--- src/rtl/ervp_platform_reg_apb_arbiter_pkg.sv ---
// Shared types for the platform register APB arbiter: FSM encoding, timeout counter width, grant index width.
// No logic; latency and backpressure not applicable.
// Imported by the arbiter top and the round-robin picker.
package ervp_platform_reg_apb_arbiter_pkg;

    typedef enum logic [1:0] {
        ST_IDLE   = 2'd0,
        ST_SETUP  = 2'd1,
        ST_ACCESS = 2'd2
    } arb_state_e;

    localparam int TO_CNT_W = 8;

    function automatic int gid_width(input int n);
        return (n < 2) ? 1 : $clog2(n);
    endfunction

endpackage

--- src/rtl/ervp_rr_picker.sv ---
// Round-robin picker: lowest requester strictly above last_i wins, else lowest requester overall.
// Latency: purely combinational.
// Backpressure: none; an all-zero request vector yields an all-zero one-hot.
module ervp_rr_picker
    import ervp_platform_reg_apb_arbiter_pkg::*;
#(
    parameter int NUM_MASTER = 4,
    parameter int IDX_W      = gid_width(NUM_MASTER)
) (
    input  logic [NUM_MASTER-1:0] req_i,
    input  logic [IDX_W-1:0]      last_i,
    output logic [NUM_MASTER-1:0] win_oh_o,
    output logic [IDX_W-1:0]      win_idx_o
);

    logic             hit_hi;
    logic             hit_lo;
    logic [IDX_W-1:0] idx_hi;
    logic [IDX_W-1:0] idx_lo;

    // Descending scan so the final assignment holds the lowest matching index.
    always_comb begin
        hit_hi = 1'b0;
        hit_lo = 1'b0;
        idx_hi = '0;
        idx_lo = '0;
        for (int i = NUM_MASTER - 1; i >= 0; i--) begin
            if (req_i[i]) begin
                hit_lo = 1'b1;
                idx_lo = IDX_W'(i);
                if (IDX_W'(i) > last_i) begin
                    hit_hi = 1'b1;
                    idx_hi = IDX_W'(i);
                end
            end
        end
    end

    always_comb begin
        win_idx_o = hit_hi ? idx_hi : idx_lo;
        win_oh_o  = '0;
        for (int i = 0; i < NUM_MASTER; i++) begin
            win_oh_o[i] = hit_lo && (win_idx_o == IDX_W'(i));
        end
    end

endmodule

--- src/rtl/ervp_platform_reg_apb_arbiter.sv ---
// Round-robin arbiter sharing one APB slave port among NUM_MASTER masters; optional watchdog via PLATFORM_APB_ARB_TIMEOUT_EN.
// Latency: request in IDLE -> SETUP next cycle -> ACCESS after that; 3 cycles minimum plus m_pready wait cycles.
// Backpressure: losing masters see s_pready=0 and hold s_psel; the winner waits on m_pready (or the watchdog).
module ervp_platform_reg_apb_arbiter
    import ervp_platform_reg_apb_arbiter_pkg::*;
#(
    parameter int NUM_MASTER     = 4,
    parameter int BW_ADDR        = 12,
    parameter int BW_DATA        = 32,
    parameter int TIMEOUT_CYCLES = 255
) (
    input  logic                            clk,
    input  logic                            rst,
    input  logic [NUM_MASTER-1:0]           s_psel,
    input  logic [NUM_MASTER-1:0]           s_penable,
    input  logic [NUM_MASTER*BW_ADDR-1:0]   s_paddr,
    input  logic [NUM_MASTER-1:0]           s_pwrite,
    input  logic [NUM_MASTER*BW_DATA-1:0]   s_pwdata,
    output logic [BW_DATA-1:0]              s_prdata,
    output logic [NUM_MASTER-1:0]           s_pready,
    output logic [NUM_MASTER-1:0]           s_pslverr,
    output logic                            m_psel,
    output logic                            m_penable,
    output logic                            m_pwrite,
    output logic [BW_ADDR-1:0]              m_paddr,
    output logic [BW_DATA-1:0]              m_pwdata,
    input  logic [BW_DATA-1:0]              m_prdata,
    input  logic                            m_pready,
    input  logic                            m_pslverr,
    output logic [gid_width(NUM_MASTER)-1:0] grant_id,
    output logic                            busy,
    output logic [TO_CNT_W-1:0]             timeout_count
);

    localparam int               GID_W   = gid_width(NUM_MASTER);
    localparam logic [GID_W-1:0] GID_RST = GID_W'(NUM_MASTER - 1);

    arb_state_e           state_q, state_d;
    logic [GID_W-1:0]     gid_q, gid_d;
    logic [BW_ADDR-1:0]   addr_q, addr_d;
    logic                 write_q, write_d;
    logic [BW_DATA-1:0]   wdata_q, wdata_d;
    logic [NUM_MASTER-1:0] win_oh;
    logic [GID_W-1:0]     win_idx;
    logic                 any_req;
    logic                 to_hit;
    logic                 unused_penable;

    // Masters' penable carries no information the arbiter needs: psel alone marks a pending transfer.
    assign unused_penable = ^s_penable;

    ervp_rr_picker #(
        .NUM_MASTER (NUM_MASTER),
        .IDX_W      (GID_W)
    ) u_picker (
        .req_i     (s_psel),
        .last_i    (gid_q),
        .win_oh_o  (win_oh),
        .win_idx_o (win_idx)
    );

    assign any_req = |win_oh;

    always_ff @(posedge clk) begin
        if (rst) begin
            state_q <= ST_IDLE;
            gid_q   <= GID_RST;
            addr_q  <= '0;
            write_q <= 1'b0;
            wdata_q <= '0;
        end else begin
            state_q <= state_d;
            gid_q   <= gid_d;
            addr_q  <= addr_d;
            write_q <= write_d;
            wdata_q <= wdata_d;
        end
    end

    always_comb begin
        state_d = state_q;
        case (state_q)
            ST_IDLE:   if (any_req) state_d = ST_SETUP;
            ST_SETUP:  state_d = ST_ACCESS;
            ST_ACCESS: if (m_pready || to_hit) state_d = ST_IDLE;
            default:   state_d = ST_IDLE;
        endcase
    end

    // The winner's request is captured once so the shared port stays stable even if the master wiggles its inputs.
    always_comb begin
        gid_d   = gid_q;
        addr_d  = addr_q;
        write_d = write_q;
        wdata_d = wdata_q;
        if (state_q == ST_IDLE && any_req) begin
            gid_d = win_idx;
            for (int i = 0; i < NUM_MASTER; i++) begin
                if (win_oh[i]) begin
                    addr_d  = s_paddr[i*BW_ADDR +: BW_ADDR];
                    write_d = s_pwrite[i];
                    wdata_d = s_pwdata[i*BW_DATA +: BW_DATA];
                end
            end
        end
    end

    always_comb begin
        m_psel    = 1'b0;
        m_penable = 1'b0;
        s_pready  = '0;
        s_pslverr = '0;
        s_prdata  = '0;
        case (state_q)
            ST_SETUP: m_psel = 1'b1;
            ST_ACCESS: begin
                m_psel    = !to_hit;
                m_penable = !to_hit;
                if (m_pready) begin
                    s_pready[gid_q]  = 1'b1;
                    s_pslverr[gid_q] = m_pslverr;
                    s_prdata         = m_prdata;
                end else if (to_hit) begin
                    s_pready[gid_q]  = 1'b1;
                    s_pslverr[gid_q] = 1'b1;
                end
            end
            default: ;
        endcase
    end

    assign m_paddr  = addr_q;
    assign m_pwrite = write_q;
    assign m_pwdata = wdata_q;
    assign grant_id = gid_q;
    assign busy     = (state_q != ST_IDLE);

`ifdef PLATFORM_APB_ARB_TIMEOUT_EN
    logic [TO_CNT_W-1:0] to_cnt_q, to_cnt_d;
    logic [TO_CNT_W-1:0] to_tot_q, to_tot_d;

    // to_cnt_q equals the number of ACCESS cycles already spent without a ready.
    assign to_hit = (state_q == ST_ACCESS) && !m_pready &&
                    (to_cnt_q == TO_CNT_W'(TIMEOUT_CYCLES));

    always_comb begin
        to_cnt_d = (state_q == ST_ACCESS) ? to_cnt_q + TO_CNT_W'(1) : '0;
        to_tot_d = to_tot_q;
        if (to_hit && (to_tot_q != '1)) begin
            to_tot_d = to_tot_q + TO_CNT_W'(1);
        end
    end

    always_ff @(posedge clk) begin
        if (rst) begin
            to_cnt_q <= '0;
            to_tot_q <= '0;
        end else begin
            to_cnt_q <= to_cnt_d;
            to_tot_q <= to_tot_d;
        end
    end

    assign timeout_count = to_tot_q;
`else
    logic unused_timeout_cfg;

    assign unused_timeout_cfg = (TIMEOUT_CYCLES != 0);
    assign to_hit             = 1'b0;
    assign timeout_count      = '0;
`endif

endmodule

--- config.mk ---
export PLATFORM = sky130hd
export DESIGN_NAME = ervp_platform_reg_apb_arbiter
export DESIGN_NICKNAME = d
export VERILOG_FILES = /design/src/rtl/ervp_platform_reg_apb_arbiter_pkg.sv /design/src/rtl/ervp_rr_picker.sv /design/src/rtl/ervp_platform_reg_apb_arbiter.sv
export SDC_FILE = /design/constraint.sdc
export NUM_CORES = 1
export LEC_CHECK = 0
export CORE_AREA = 2 2 125 127
export DETAILED_ROUTE_END_ITERATION = 8
export DIE_AREA = 0 0 127 129
export PLACE_DENSITY = 0.74
export RECOVER_POWER = 25
export SYNTH_ARGS = -nofsm -noshare
export SYNTH_HDL_FRONTEND = slang
export SYNTH_HIERARCHICAL = 1
export SYNTH_SLANG_ARGS = --single-unit
--- constraint.sdc ---
create_clock -name clk -period 2.5 [get_ports clk]
set_clock_uncertainty 0.15 [all_clocks]
set_input_delay 0.25 -clock clk [delete_from_list [all_inputs] [get_ports clk]]
set_output_delay 0.25 -clock clk [all_outputs]
set_load 0.05 [all_outputs]
# Word level (Yosys, flattened, before mapping)
# Cells that the tools add are included.
[op_classes]
order_cmp = 6
reduce_logical = 14
muxes = 50
eq_ne = 7
bitwise = 1
[op_table]
columns = ["op", "n"]
rows = [
  ["2-to-1 mux 32 bit", 6],
  ["2-to-1 mux 12 bit", 4],
  ["2-to-1 mux 2 bit", 15],
  ["2-to-1 mux 1 bit", 19],
  ["2-to-1 mux 4 bit", 4],
  ["== test 2 bit, second input constant", 3],
  ["logical AND 1 bit", 6],
  ["one-hot mux 2 bit (3 select lines)", 1],
  ["AND 4 bit", 1],
  ["== test 2 x 1 -> 1 bit, second input constant", 2],
  ["> comparator 1 x 2 -> 1 bit, first input constant", 2],
  ["> comparator 2 bit, first input constant", 2],
  ["logical NOT 2 bit", 2],
  ["!= test 2 bit, second input constant", 2],
  ["AND reduction 2 bit", 2],
  ["nonzero test 4 bit", 1],
  ["OR reduction 4 bit", 1],
  ["< comparator 2 x 3 -> 1 bit, second input constant", 1],
  ["demux 1 bit (select 2 bit)", 1],
  [">= comparator 2 x 1 -> 1 bit, second input constant", 1],
  ["nonzero test 2 bit", 1],
  ["OR reduction 2 bit", 1],
]
[word_totals]
output_inout_bits = 98
inputBits = 224
reg_bits = 49

# Depth between registers and ports, before layout
[depth]
word_depth = 16
depth_mapped = 9

# Cells and area by module
# The synthesis kept the hierarchy.
[by_module_without_submodules]
columns = ["module", "cells_each", "seq_area_each_um2", "instances", "area_each_um2"]
rows = [
  ["ervp_platform_reg_apb_arbiter", 439, 980.9, 1, 3767.4],
  ["ervp_rr_picker", 30, 0.0, 1, 187.7],
]

# Least setup slack after synthesis
# Ideal clock, no wire load.
[synth_path]
path_kind = "register to output"
start = "reg state_q[0]"
end = "out s_pslverr[0]"
path_slack_ns = -0.165
required_ns = 2.100
stages_incl_launch_ff = 5
n_path_buf = 0
arrival_ns = 2.265
cell_sequence = "dfxtp_1 > inv_1 > ha_1 > nand2_1 > nor3_1"
[synth_between]
elab_chain_cells = 2
[synth_rtl]
columns = ["item", "line_no", "text"]
rows = [
  ["from (decl)", "ervp_platform_reg_apb_arbiter.sv:38", "arb_state_e state_q, state_d;"],
  ["from (signal assigned)", "ervp_platform_reg_apb_arbiter.sv:72", "state_q <= state_d;"],
  ["== test 2 bit", "ervp_platform_reg_apb_arbiter.sv:114", "case (state_q)"],
  ["2-to-1 mux 4 bit", "ervp_platform_reg_apb_arbiter.sv:114", ""],
  ["to (decl)", "ervp_platform_reg_apb_arbiter.sv:21", "output logic [NUM_MASTER-1:0] s_pslverr,"],
]
# No other way between the ends.

# Worst setup path after layout
[layout_path]
start = "in s_psel[1]"
end = "reg wdata_q[23], in the netlist m_pwdata[23]"
[layout_between]
elab_chain_cells = 9
elab_cells_between_ends = 26
[layout_rtl]
columns = ["item", "line_no", "text"]
rows = [
  ["from (decl)", "ervp_platform_reg_apb_arbiter.sv:14", "input logic [NUM_MASTER-1:0] s_psel,"],
  ["2-to-1 mux 2 bit / 2-to-1 mux 1 bit (equally long branches)", "ervp_rr_picker.sv:28", "if (req_i[i]) begin"],
  ["2-to-1 mux 2 bit / 2-to-1 mux 1 bit (equally long branches)", "ervp_rr_picker.sv:31", "if (IDX_W'(i) > last_i) begin"],
  ["2-to-1 mux 2 bit / 2-to-1 mux 1 bit (equally long branches)", "ervp_rr_picker.sv:28", ""],
  ["2-to-1 mux 2 bit", "ervp_rr_picker.sv:40", "win_idx_o = hit_hi ? idx_hi : idx_lo;"],
  ["== test 2 bit", "ervp_rr_picker.sv:43", "win_oh_o[i] = hit_lo && (win_idx_o == IDX_W'(i));"],
  ["logical AND 1 bit *", "ervp_rr_picker.sv:43", ""],
  ["via win_oh[3]", "ervp_platform_reg_apb_arbiter.sv:43", "logic [NUM_MASTER-1:0] win_oh;"],
  ["OR reduction 4 bit", "ervp_platform_reg_apb_arbiter.sv:62", "assign any_req = |win_oh;"],
  ["logical AND 1 bit", "ervp_platform_reg_apb_arbiter.sv:96", "if (state_q == ST_IDLE && any_req) begin"],
  ["AND reduction 2 bit (no line)", "--", ""],
  ["to (signal assigned)", "ervp_platform_reg_apb_arbiter.sv:76", "wdata_q <= wdata_d;"],
  ["to (decl)", "ervp_platform_reg_apb_arbiter.sv:42", "logic [BW_DATA-1:0] wdata_q, wdata_d;"],
]
# Mark *: on every way through the listed nets, which the timed path passes. The rest lies on a longest branch.
# A chain may end at the register's enable or synchronous reset.

==> results <==
- The congestion estimate from routability-driven global placement came to 0.7889.
- The busiest layer in global routing is met2.
- The number of buffers and inverters on the critical path is 2.
- In this run the number of cells on the critical path is 8.
- The worst endpoint required time is 2.50 ns.
- The path class of the tightest hold or removal check is input pin to flip-flop.
- In this run the remaining antenna-violating nets after routing total 0.
- Setup repair after global routing left no endpoint under its margin.
- The met2 track utilization from global routing is 33.40%.
- The floorplan die width is 127 um.
- Once the floorplan was initialized, standard cells occupied 26.41% of the core.
- The number of nets in the final layout is 988.
- The final total power is 7.925 mW.
- The data arrival time of the worst path is 2.32 ns.
- The critical path goes through clkdlybuf4s50_1, nor2b_4, o22ai_1, a32o_2, o41a_2, buf_12, nor2_1, a311oi_2.
- The via count of the first global-routing pass was 4457.
- The setup path with the least slack is of type input pin to flip-flop.
- In the routed design, unresolved DRC markers number 0.
- The smallest clock period supported by the final layout is computed as 2.312 ns.
- The share of post-route cells with drive strength above 1 is 21.65%.
- The cell leakage power is 2.975 nW.
- The repair_antennas step left the layout with diodes totalling 0.
- The most critical setup path has its startpoint at s_psel[1].
- The setup check on the worst reg-to-reg path leaves a slack of 0.28 ns.
- The longest clock path from root to sink contains 2 buffers.
- The worst setup path is captured at a flip-flop.
- Clock tree synthesis inserted a total of 5 buffers.
- Among all stages on the critical path, the largest delay is contributed by sky130_fd_sc_hd__o41a_2.
- The number of max-cap violations is 0.
- Clock-pin slew was measured on the worst setup and hold paths at 0.07 ns.
- During synthesis, Yosys emitted a total of 6 warnings.
- The number of port buffers is 309.
- Entering global routing, the biggest net connects 47 pins.
- Relative to the synthesized area, the layout overhead comes to 97.50%.
- The met3 usage is 4.615%.
- Pin placement for this block handled 322 I/O pins.
- The wire length per cell is 15.81 um.
- The startpoint identified for the worst register-to-register timing path is grant_id[1]$_SDFFE_PP1P_.
- For the pin with the worst max-slew slack, the measured transition is 0.6259 ns.
- The endpoint of the worst register-to-register path is m_paddr[8]$_SDFFE_PP0P_.
- The largest single stage delay on the critical path is 0.57 ns.
- The maximum fanout count along the critical path is 44.
- The first global-routing pass estimated 23.32 mm of wire.
- The clock latency on the worst-skew pair is 0.29 ns.
- Dividing the detail-routed via count by the number of cells gives 4.822.
- For this run, global-route usage on met1 was measured as 19.30%.
- Detailed placement ended at an HPWL of 12.10 mm.
- The mean instance size in the synthesized netlist is 8.433 um^2.
- The post-synthesis instance area is 3955 um^2.
- Synthesis produced 469 cells.
- The biggest area contributor in the post-synthesis netlist is sky130_fd_sc_hd__dfxtp_1.
- The final max-slew violation count is 0.
- The maximum ir drop on the vdd rail is 0.5077 mV.
- The final period utilization is 92.48%.
- Before antenna repair, the detailed router went through 5 iterations.
- Once layout is done, the placed cells without fillers occupy 7811 um^2.
- The flow ran to the end, and the final reports show no timing, DRC or antenna violations.
- The iteration-0 DRC count of the detailed router is 191.
- In this run the core area contains 45 standard-cell rows.
- The quantity of hold-fixing buffers added after cts is 0.
- The clock drives 49 sinks.
- The multi-input combinational cells in the finished layout cover a total of 2683 um^2.
- After detailed routing, the total wire length is 15.02 mm.
- The number of endpoints with negative hold slack in the final report is 0.
- The overall via count from detail_route is 4581.
- The worst pin sits at a relative slew slack of 58.14%.
- The count of buffers added by post-CTS timing repair for setup is 0.
- Setup violations remaining at the end of the flow were counted as 0.
- The power density of the placed cells is 1015 nW/um^2.
- Measured on the finished design, the core utilization comes to 52.16%.
- In this run the number of H-tree levels came out at 2.
- The depth of the worst register-to-register path is 7.
- The maximum frequency from static timing analysis is 432.5 MHz.
- Hold timing on the final database bottoms out at a slack of 0.2827 ns.
- The cell family with the largest share of critical-path delay is compound AO/OA/AOI/OAI gates.
- In this run the clock root is driven by a sky130_fd_sc_hd__clkbuf_16.
- Measured along the y axis, the die boundary spans 129 um.
- The floorplan die area is 16380 um^2.
- The overall track demand over capacity in global routing is 17.60%.
- Summing the sequential cell areas from Yosys gives 24.80% of the chip area.
- Fill cells in the final layout number 1343.
- The number of storage elements in the synthesis netlist is 49.
- Summed over its instances, the top area cell type makes up 24.80% of the synthesized netlist area.
- By area the synthesized netlist is led by sky130_fd_sc_hd__dfxtp_1 (25%), sky130_fd_sc_hd__a311oi_2 (14%), sky130_fd_sc_hd__mux2_2 (13%).
- The initial antenna violation count came to 0.
- STA classifies the critical path startpoint as an input pin.
- TritonCTS built the clock tree.
- The placed instances occupy a cell area of 7672 um^2.
- The number of different library cells in the post-synthesis netlist is 36.
- The area taken by flip-flops and latches is 983.4 um^2.
- The timing endpoint of the critical path is m_pwdata[23]$_SDFFE_PP0P_.
- After global routing the overflow that remains totals 0.
- After floorplanning, the core was sized to cover 14980 um^2.
- The total of cells resized after clock tree synthesis is 0.
layer usage:
layer / vias up / wire length [um] / share of wire [%]
li1: 2274 / - / -
met1: 2072 / 5572 / 37
met2: 214 / 7818 / 52
met3: 21 / 1309 / 8.7
met4: 0 / 323 / 2.2
met5: - / 0 / 0
how the worst min path moves through the flow:
stage,endpoint,depth (start not counted),start
5_1_grt,grant_id[1]$_SDFFE_PP1P_,3,rst
6_report,grant_id[1]$_SDFFE_PP1P_,3,rst
4_1_cts,grant_id[1]$_SDFFE_PP1P_,3,rst
3_3_place_gp,state_q[1]$_SDFFE_PP0P_,2,state_q[1]$_SDFFE_PP0P_
3_5_place_dp,m_pwdata[9]$_SDFFE_PP0P_,2,m_pwdata[9]$_SDFFE_PP0P_
2_1_floorplan,m_pwdata[6]$_SDFFE_PP0P_,2,s_pwdata[102]
tightest hold or removal path, delay by kind of cell:
kind	cells	cell delay (ns)
buf+inv	2	0.34
compound gates	1	0.08
Yosys cell counts, drive strengths merged:
master and n:
nand2 54, nor2 51, dfxtp 49, nand2b 48
o211ai 46, a311oi 45, mux2 45, and3 34
buf 29, clkbuf 25, inv 10, o21ai 5
nor3 4, ha 3, nor2b 3, a211oi 2
a21oi 2, mux2i 2, a211o 1, a221oi 1
a32o 1, and2b 1, conb 1, nand3 1
o21ba 1, o221ai 1, o22ai 1, o31a 1
o41a 1, or4 1
state kept, by name, summed over array words and instances, names as in the netlist:
signal / cells
grant_id: 2
m_paddr: 12
m_pwdata: 32
m_pwrite: 1
state_q: 2
power breakdown:
part	switching, mW	internal (mW)	leakage (nW)	total (mW)
Combinational	3.59	2.25	2.50	5.84
Sequential	0.222	1.19	0.407	1.42
Clock	0.298	0.369	0.0706	0.666
kinds of logic after synthesis:
| family | after synthesis | synth area share, % |
|---|---|---|
| fa+ha+maj | 3 | 0.9492 |
| mux | 47 | 13.32 |
| other cells | 1 | 0.09482 |
| simple gates | 197 | 24.61 |
| compound gates | 108 | 27.97 |
| buf+inv | 64 | 8.257 |
| flops | 49 | 24.80 |
layout by cell type, fill, tap and decap left out, types with 2 or more instances in the layout:
cell type and instances:
sky130_fd_sc_hd__a311oi_2 38, sky130_fd_sc_hd__dfxtp_1 47, sky130_fd_sc_hd__nor3_1 4, sky130_fd_sc_hd__and3_1 33
sky130_fd_sc_hd__nor2b_1 2, sky130_fd_sc_hd__nand2_1 54, sky130_fd_sc_hd__a311oi_1 7, sky130_fd_sc_hd__dfxtp_2 2
sky130_fd_sc_hd__a21oi_1 2, sky130_fd_sc_hd__o21ai_0 3, sky130_fd_sc_hd__buf_4 18, sky130_fd_sc_hd__conb_1 8
sky130_fd_sc_hd__nor2_1 51, sky130_fd_sc_hd__o211ai_1 46, sky130_fd_sc_hd__inv_1 9, sky130_fd_sc_hd__a211oi_1 2
sky130_fd_sc_hd__clkinv_2 2, sky130_fd_sc_hd__clkdlybuf4s50_1 233, sky130_fd_sc_hd__mux2i_1 2, sky130_fd_sc_hd__nand2b_1 48
sky130_fd_sc_hd__dlygate4sd3_1 34, sky130_fd_sc_hd__buf_12 46, sky130_fd_sc_hd__mux2_2 45, sky130_fd_sc_hd__clkbuf_16 5
sky130_fd_sc_hd__ha_1 3, sky130_fd_sc_hd__o21ai_1 2
per-stage QoR:
stage	setup TNS (ns)	std cells	worst slack, ns
after global placement	-0.2893	942	-0.02268
after CTS	0	950	0.2108
after detailed placement	-2.564	942	-0.08572
final	0	950	0.1880
after global routing	0	950	0.04836
after floorplan	-0.5708	476	-0.1646
layout make-up:
class | count | share of cell area (%)
Inverter | 10 | 0.4805
Tap cell | 188 | 3.011
Clock inverter | 2 | 0.1281
Clock buffer | 6 | 1.650
Sequential cell | 49 | 12.59
Multi-Input combinational cell | 363 | 34.34
Timing Repair Buffer | 332 | 47.80
Power figures use the tool's default switching activity.
